$ cat config.mk
export PLATFORM = sky130hd
export DESIGN_NAME = project_reg_access_ctrl
export DESIGN_NICKNAME = d
export VERILOG_FILES = /design/src/rtl/project_reg_access_ctrl.sv
export SDC_FILE = /design/constraint.sdc
export NUM_CORES = 1
export LEC_CHECK = 0
export CAP_MARGIN = 25
export CELL_PAD_IN_SITES_DETAIL_PLACEMENT = 1
export CELL_PAD_IN_SITES_GLOBAL_PLACEMENT = 1
export CORE_MARGIN = 2
export CORE_UTILIZATION = 39
export CTS_BUF_LIST = sky130_fd_sc_hd__clkbuf_16
export DETAILED_ROUTE_END_ITERATION = 10
export MAX_ROUTING_LAYER = met4
export PLACE_DENSITY_LB_ADDON = 0.1
export SLEW_MARGIN = 20
export SYNTH_ARGS = -nofsm -noshare
export SYNTH_HDL_FRONTEND = slang
export SYNTH_SLANG_ARGS = --single-unit
export TNS_END_PERCENT = 5
$ cat constraint.sdc
create_clock -name i_clk -period 5 [get_ports i_clk]
set_input_delay 0.5 -clock i_clk [delete_from_list [all_inputs] [get_ports i_clk]]
set_output_delay 0.5 -clock i_clk [all_outputs]
set_load 0.02 [all_outputs]
$ cat src/rtl/project_reg_access_ctrl.sv
// project_reg_access_ctrl: byte-serial host framing into a register-file write/read port.
// A frame is a command byte (rw, inc, start address) followed by data bytes at up to one per cycle.
module project_reg_access_ctrl #(
    parameter int REG_COUNT = 49
) (
    input  logic       i_clk,
    input  logic       i_reset_n,
    input  logic       i_host_cs,
    input  logic       i_host_valid,
    input  logic [7:0] i_host_data,
    output logic [7:0] o_host_rdata,
    output logic       o_host_rvalid,
    output logic       o_rf_write_en,
    output logic [5:0] o_rf_address,
    output logic [7:0] o_rf_data,
    input  logic [7:0] i_rf_data,
    output logic       o_busy,
    output logic       o_err,
    output logic [7:0] o_wr_count
);
    localparam logic [6:0] RC = 7'(REG_COUNT);

    typedef enum logic [2:0] {IDLE, CMD, WDATA, RDATA, WAIT_CS_LOW} state_t;

    state_t     state_q, state_d;
    logic       cs_q;
    logic [5:0] ptr_q, ptr_d;
    logic       inc_q, inc_d;
    logic       we_q, we_d;
    logic [5:0] waddr_q, waddr_d;
    logic [7:0] wdata_q, wdata_d;
    logic [7:0] rdata_q, rdata_d;
    logic       rvalid_q, rvalid_d;
    logic       err_q, err_d;
    logic [7:0] cnt_q, cnt_d;
    logic       cs_rise, in_range;
    logic [5:0] ptr_next;

    assign cs_rise  = i_host_cs & ~cs_q;
    assign in_range = {1'b0, ptr_q} < RC;
    // out-of-range pointers also wrap to 0 when incrementing
    assign ptr_next = !inc_q ? ptr_q : ({1'b0, ptr_q} >= RC - 7'd1) ? 6'd0 : ptr_q + 6'd1;

    always_comb begin
        state_d  = state_q;
        ptr_d    = ptr_q;
        inc_d    = inc_q;
        we_d     = 1'b0;
        waddr_d  = waddr_q;
        wdata_d  = wdata_q;
        rdata_d  = rdata_q;
        rvalid_d = 1'b0;
        err_d    = err_q;
        cnt_d    = cnt_q;
        case (state_q)
            IDLE: begin
                if (cs_rise) begin
                    state_d = CMD;
                    err_d   = 1'b0;
                    cnt_d   = 8'd0;
                end
            end
            CMD: begin
                if (!i_host_cs) state_d = IDLE;
                else if (i_host_valid) begin
                    ptr_d   = i_host_data[5:0];
                    inc_d   = i_host_data[6];
                    state_d = i_host_data[7] ? WDATA : RDATA;
                end
            end
            WDATA: begin
                if (!i_host_cs) state_d = IDLE;
                else if (i_host_valid) begin
                    ptr_d   = ptr_next;
                    we_d    = in_range;
                    waddr_d = in_range ? ptr_q : waddr_q;
                    wdata_d = in_range ? i_host_data : wdata_q;
                    cnt_d   = (!in_range || cnt_q == 8'hFF) ? cnt_q : cnt_q + 8'd1;
                    err_d   = err_q | ~in_range;
                end
            end
            RDATA: begin
                if (!i_host_cs) state_d = IDLE;
                else if (i_host_valid) begin
                    ptr_d    = ptr_next;
                    rvalid_d = 1'b1;
                    rdata_d  = in_range ? i_rf_data : 8'h00;
                    err_d    = err_q | ~in_range;
                end
            end
            WAIT_CS_LOW: state_d = i_host_cs ? WAIT_CS_LOW : IDLE;
            default:     state_d = WAIT_CS_LOW;
        endcase
    end

    always_ff @(posedge i_clk or negedge i_reset_n) begin
        if (!i_reset_n) begin
            state_q  <= WAIT_CS_LOW;
            cs_q     <= 1'b0;
            ptr_q    <= 6'd0;
            inc_q    <= 1'b0;
            we_q     <= 1'b0;
            waddr_q  <= 6'd0;
            wdata_q  <= 8'd0;
            rdata_q  <= 8'd0;
            rvalid_q <= 1'b0;
            err_q    <= 1'b0;
            cnt_q    <= 8'd0;
        end else begin
            state_q  <= state_d;
            cs_q     <= i_host_cs;
            ptr_q    <= ptr_d;
            inc_q    <= inc_d;
            we_q     <= we_d;
            waddr_q  <= waddr_d;
            wdata_q  <= wdata_d;
            rdata_q  <= rdata_d;
            rvalid_q <= rvalid_d;
            err_q    <= err_d;
            cnt_q    <= cnt_d;
        end
    end

    // outside a write pulse the address follows the pointer so i_rf_data is ready for reads
    assign o_rf_address  = we_q ? waddr_q : ptr_q;
    assign o_rf_write_en = we_q;
    assign o_rf_data     = wdata_q;
    assign o_host_rdata  = rdata_q;
    assign o_host_rvalid = rvalid_q;
    assign o_busy        = state_q != IDLE;
    assign o_err         = err_q;
    assign o_wr_count    = cnt_q;
endmodule

After elaboration in Yosys (flattened, before gate mapping)
Cells that the tools add are included.
{"block": "word_totals", "regBits": 44, "input_bits": 20}
{"block": "op_classes", "bitwise_logic": 4, "order_cmp": 2, "n_reduce_logical": 15, "addsub": 2, "eq_ne": 16, "mux": 31}
{"cell": "2-to-1 mux 6 bit", "count": 7}
{"cell": "2-to-1 mux 8 bit", "count": 5}
{"cell": "case mux 8 bit (2 select lines)", "count": 1}
{"cell": "2-to-1 mux 3 bit", "count": 5}
{"cell": "inequality test 2 bit, second input constant", "count": 7}
{"cell": "case mux 3 bit (4 select lines)", "count": 1}
{"cell": "case mux 6 bit (2 select lines)", "count": 1}
{"cell": "2-to-1 mux 1 bit", "count": 10}
{"cell": "AND reduction 3 bit", "count": 3}
{"cell": "adder 8 x 1 -> 8 bit, second input constant", "count": 1}
{"cell": "== test 8 bit, second input constant", "count": 1}
{"cell": "AND reduction 4 bit", "count": 2}
{"cell": "adder 6 x 1 -> 6 bit, second input constant", "count": 1}
{"cell": "== test 3 x 2 -> 1 bit, second input constant", "count": 2}
{"cell": ">= comparator 6 bit, second input constant", "count": 1}
{"cell": "less-than comparator 6 bit, second input constant", "count": 1}
{"cell": "inequality test 2 x 1 -> 1 bit, second input constant", "count": 3}
{"cell": "AND reduction 6 bit", "count": 1}
{"cell": "nonzero test 2 bit", "count": 3}
{"cell": "AND reduction 5 bit", "count": 1}
{"cell": "== test 3 x 1 -> 1 bit, second input constant", "count": 1}
{"cell": "== test 3 bit, second input constant", "count": 1}
{"cell": "logical NOT 3 bit", "count": 1}
{"cell": "inequality test 3 bit, second input constant", "count": 1}
{"cell": "8 further kinds", "count": 9}

Longest topological paths before layout
{"block": "logic_depth", "ltp_word": 7, "mapped_depth": 8}

Worst setup path after synthesis
OpenSTA, ideal clock, no wires.
{"block": "synth_path", "kind": "register -> register", "from": "register cnt_q[1], in the netlist o_wr_count[1]", "to": "register cnt_q[6], in the netlist o_wr_count[6]", "setup_ns": 0.082, "path_slack_ns": 3.213, "required_ns": 4.918, "synth_period_minus_slack_ns": 1.787, "arrival_time_ns": 1.705, "path_stages_with_launch": 6, "path_cell_list": "dfrtp_1 -> ha_1 -> nand3_1 -> or3_4 -> o221a_4 -> a31oi_1"}
{"block": "synth_via", "elab_chain_cells": 5}
{"item": "start: declaration", "line": "35", "source": "logic [7:0] cnt_q, cnt_d;"}
{"item": "start signal: assignment", "line": "120", "source": "cnt_q <= cnt_d;"}
{"item": "adder 8 x 1 -> 8 bit", "line": "78", "source": "cnt_d = (!in_range || cnt_q == 8'hFF) ? cnt_q : cnt_q + 8'd1;"}
{"item": "2-to-1 mux 8 bit", "line": "78"}
{"item": "2-to-1 mux 8 bit", "line": "73", "source": "else if (i_host_valid) begin"}
{"item": "2-to-1 mux 8 bit", "line": "72", "source": "if (!i_host_cs) state_d = IDLE;"}
{"item": "case mux 8 bit (2 select lines)", "line": "55", "source": "case (state_q)"}
Several ways; a longest one is shown, not always the timed one. The select of a mux whose other input is x is not followed.
A chain may end at the register's enable or synchronous reset.

Final worst setup path
{"block": "layout_path", "from": "register we_q, in the netlist o_rf_write_en", "to": "output port o_rf_address[5]"}
{"block": "layout_via", "elab_chain_cells": 1}
{"item": "start: declaration", "line": "29", "source": "logic we_q, we_d;"}
{"item": "start signal: assignment", "line": "114", "source": "we_q <= we_d;"}
{"item": "2-to-1 mux 6 bit", "line": "125", "source": "assign o_rf_address = we_q ? waddr_q : ptr_q;"}
{"item": "end: declaration", "line": "14", "source": "output logic [5:0] o_rf_address,"}
Every way passes these cells.

==> run summary <==
The count of cells in the finished layout, fillers not included, comes to around 330. In this run the static leakage power is 1.218 nW. The detailed-route wire length came out at around 5300 um. The wire length of the first global-routing pass is 9370 um.

The count of different cell masters after synthesis is 39. The number of placement rows came out at 26. The core region is approximately 5000 um2. The remaining antenna violation count is 0. The shortest clock period the worst path allows after layout is 2.265 ns.

The worst-skew pair later-pin latency came out at just under 0.3 ns. The die footprint is 5813 um2. The total count of hold-check failures in the final report came out at 0. At the worst endpoint, the arrival time is between 1.5 and 2 ns. The clock buffer count from CTS came out at 5.

The aggregate global routing overflow is 0. Yosys mapped a number of flops with a built-in enable equal to 0. The maximum achievable frequency came out at roughly 440 MHz. The synthesized netlist occupies a cell area of just over 2000 um2. The top flip-flop cell by instance count after synthesis is sky130_fd_sc_hd__dfrtp_1. The pin count of the biggest net entering global routing came out at 45. Summed over its instances, the top area cell type makes up 52.86% of the synthesized netlist area. The total non-filler cell area in the finished layout came out at 2781 um2. Once the floorplan was initialized, standard cells occupied 40.11% of the core. The compound-cell area share of the yosys netlist came out at about a fifth.

The final layout contains between 200 and 300 nets. The clock sink total came out at 44. The number of global-route vias before repair was about 1900. The TritonCTS clock tree is built. The number of vias after detailed routing came out at 1779. The mux share of post-synthesis cell area came out at roughly 2.2%. The H-tree depth reported by CTS came out at 2.

The number of hold-repair buffers added at the cts stage is 0. In the routed layout, each cell is associated on average with a via count of around 5.4. A synthesized cell averages slightly below 10 um2.

The clock passes through at most 2 buffers. By area, the combinational part of the netlist is dominated by simple AND/OR/NAND/NOR gates. The slowest cell on the critical path is sky130_fd_sc_hd__clkdlybuf4s50_1.

The post-synthesis sequential element count is 44. The number of violations reported at the end of detailed-routing iteration 0 came out at between 70 and 80. The cell area power density came out at 428.6 nW/um2. The sum of net half-perimeters after detailed placement is around 3600 um. The data required time of the critical path came out at 4.50 ns. Of all cell types, the one taking the most synthesized area is sky130_fd_sc_hd__dfrtp_1. Sorting the synthesized cells by area gives the leading types as sky130_fd_sc_hd__dfrtp_1, sky130_fd_sc_hd__nand2_1, sky130_fd_sc_hd__a22o_1, sky130_fd_sc_hd__a21oi_1, sky130_fd_sc_hd__o21ai_1. The post-synthesis adder-cell area fraction came out at approximately 1.8%. The synthesized netlist net count came out at 232.

The quantity of I/O buffers inserted on ports came out at 53. The antenna diode count is 0. The reported max-cap violation count is 0. The flip-flop and latch area came out at 1102 um2. After synthesis, the most frequently instantiated cells are sky130_fd_sc_hd__nand2_1, sky130_fd_sc_hd__dfrtp_1, sky130_fd_sc_hd__a21oi_1, sky130_fd_sc_hd__o21ai_1. The count of mapped cells out of synthesis came out at approximately 210. On the critical path the largest part of the delay comes from buffers and inverters. The clock transition at the registers of the reported paths came out at ~0.06 ns. The run finished with clean final reports. The max-slew headroom at the worst pin is between 60 and 70%. Along the worst path, the maximum fanout reaches 11. The max-slew violation count is 0. The fraction of final layout cells sized beyond drive strength 1 is between 6 and 7%. The count of fill cells added during filler insertion is 583. The total negative slack for setup checks came out at 0 ns.

The most instantiated library cell after synthesis is sky130_fd_sc_hd__nand2_1. The worst setup path is of the reg2out kind. The worst setup path is captured at a primary output. The multi-input gate area in the final layout is ~860 um2. The transition time of the tightest slew-check pin came out at 0.5641 ns. The count of endpoints failing setup in the final report is 0. After Yosys synthesis, XOR and XNOR cells account for 0% of the synthesized area.

Setup repair after global routing left no endpoint under its margin. The overall global routing resource usage came out at between 20% and 30%. The final clock period utilization by the worst path is 45.29%.

The total instance count after detailed placement came out at 324. The number of I/O pins is 54. Together, buffers and inverters on the worst path number 1. The first detailed-routing pass ran for 4 iterations. Post-CTS timing repair inserted 0 buffers for setup. The cell sitting at the root of the clock tree is a sky130_fd_sc_hd__clkbuf_16.

The area fraction in and, or, nand and nor cells after synthesis is 19.11%. IR analysis of the VDD net gives a maximum drop of about 0.0002 V. The total number of yosys warnings came out at 0.

The remaining routing DRC violations is 0. The area added between synthesis and finish came out at 36.63%. The number of antenna violations at the first check in global routing came to 0. The signal on the critical path passes through mux2_2 -> clkdlybuf4s50_1. For this run, the slowest stage of the critical path takes roughly 0.56 ns. The final setup skew came out at between 0.009 and 0.01 ns. The vertical extent of the die is ~76 um. The register area share after synthesis came out at approximately 54%. The congestion estimate from routability-driven global placement came to 0.8209. The number of gates given a new drive strength after cts came out at 0. The die outline width came out at 76.25 um. The worst hold path belongs to the class in2async. The placed instance area is roughly 2600 um2. The average routed wire per standard cell came out at around 16 um. STA classifies the critical path startpoint as a flop. The async set or reset register ratio after synthesis came out at 100.0%.
cells by family after synthesis:
group | after synthesis
AND/OR/NAND/NOR | 84
AO/OA/AOI/OAI | 56
flip-flops | 44
buffers and inverters | 18
multiplexers | 4
adder cells (fa/ha/maj) | 3
path summary, 6_finish.rpt:
check	start	endpoint	slack, ns	cells after the start
setup reg to reg	state_q[1]	o_wr_count[4]	2.79	6
max in group asynchronous	i_reset_n	ptr_q[4]	4.41	1
hold reg to reg	waddr_q[5]	waddr_q[5]	0.48	2
hold / removal	i_reset_n	o_wr_count[6]	0.21	1
setup / recovery	o_rf_write_en	o_rf_address[5]	2.74	2
min in group i_clk	waddr_q[5]	waddr_q[5]	0.48	2
area by class of cell:
type	instances	area share, %
clock inverter	3	1.395
sequential	44	39.63
clock buffer	5	4.498
tap	70	3.149
timing repair buffer	54	19.25
inverter	9	1.215
multi-input combinational	147	30.86
registers in the layout, summed over array words and instances (netlist names), 3 cells and up:
| signal | cells |
|---|---|
| ptr_q | 6 |
| o_wr_count | 8 |
| o_host_rdata | 8 |
| o_rf_data | 8 |
| waddr_q | 6 |
| state_q | 3 |
where the power goes:
| part | switching (mW) | internal (mW) |
|---|---|---|
| Clock | 0.135 | 0.233 |
| Combinational | 0.175 | 0.160 |
| Sequential | 0.0607 | 0.429 |
stage by stage:
stage | setup WS (ns) | utilization, % | hold WS [ns] | total power [mW]
6_report | 2.735 | 54.81 | 0.2116 | 1.192
5_1_grt | 2.547 | 54.81 | 0.2599 | 1.253
4_1_cts | 2.695 | 54.76 | 0.4213 | 1.199
3_5_place_dp | 2.679 | 51.53 | 0.4650 | 0.8303
3_3_place_gp | 2.697 | 51.53 | 0.4566 | 0.8218
2_1_floorplan | 3.213 | - | 0.2044 | 0.6642
layout by cell type, fill, tap and decap left out, types with 3 or more instances in the layout:
master / Yosys / final
sky130_fd_sc_hd__and3_1: 3 / 3
sky130_fd_sc_hd__mux2_2: 3 / 3
sky130_fd_sc_hd__dfrtp_1: 43 / 43
sky130_fd_sc_hd__clkbuf_16: 0 / 5
sky130_fd_sc_hd__nor2b_1: 3 / 3
sky130_fd_sc_hd__ha_1: 3 / 3
sky130_fd_sc_hd__nor2_1: 7 / 7
sky130_fd_sc_hd__clkdlybuf4s50_1: 0 / 52
sky130_fd_sc_hd__o21ai_0: 8 / 8
sky130_fd_sc_hd__inv_1: 8 / 9
sky130_fd_sc_hd__a22o_1: 8 / 8
sky130_fd_sc_hd__o21ai_1: 9 / 9
sky130_fd_sc_hd__a31oi_1: 7 / 7
sky130_fd_sc_hd__nand2_1: 48 / 48
sky130_fd_sc_hd__nand2b_1: 4 / 4
sky130_fd_sc_hd__a21oi_1: 9 / 9
sky130_fd_sc_hd__nand3_1: 8 / 8
metal layers:
metal | GRT usage [%] | vias up | wire [um]
met5 | - | - | 0
met4 | 7.273 | 0 | 67
met3 | 3.555 | 8 | 251
met2 | 33.10 | 47 | 2506
met1 | 26.38 | 879 | 2459
li1 | - | 845 | -
Power figures use the tool's default switching activity.
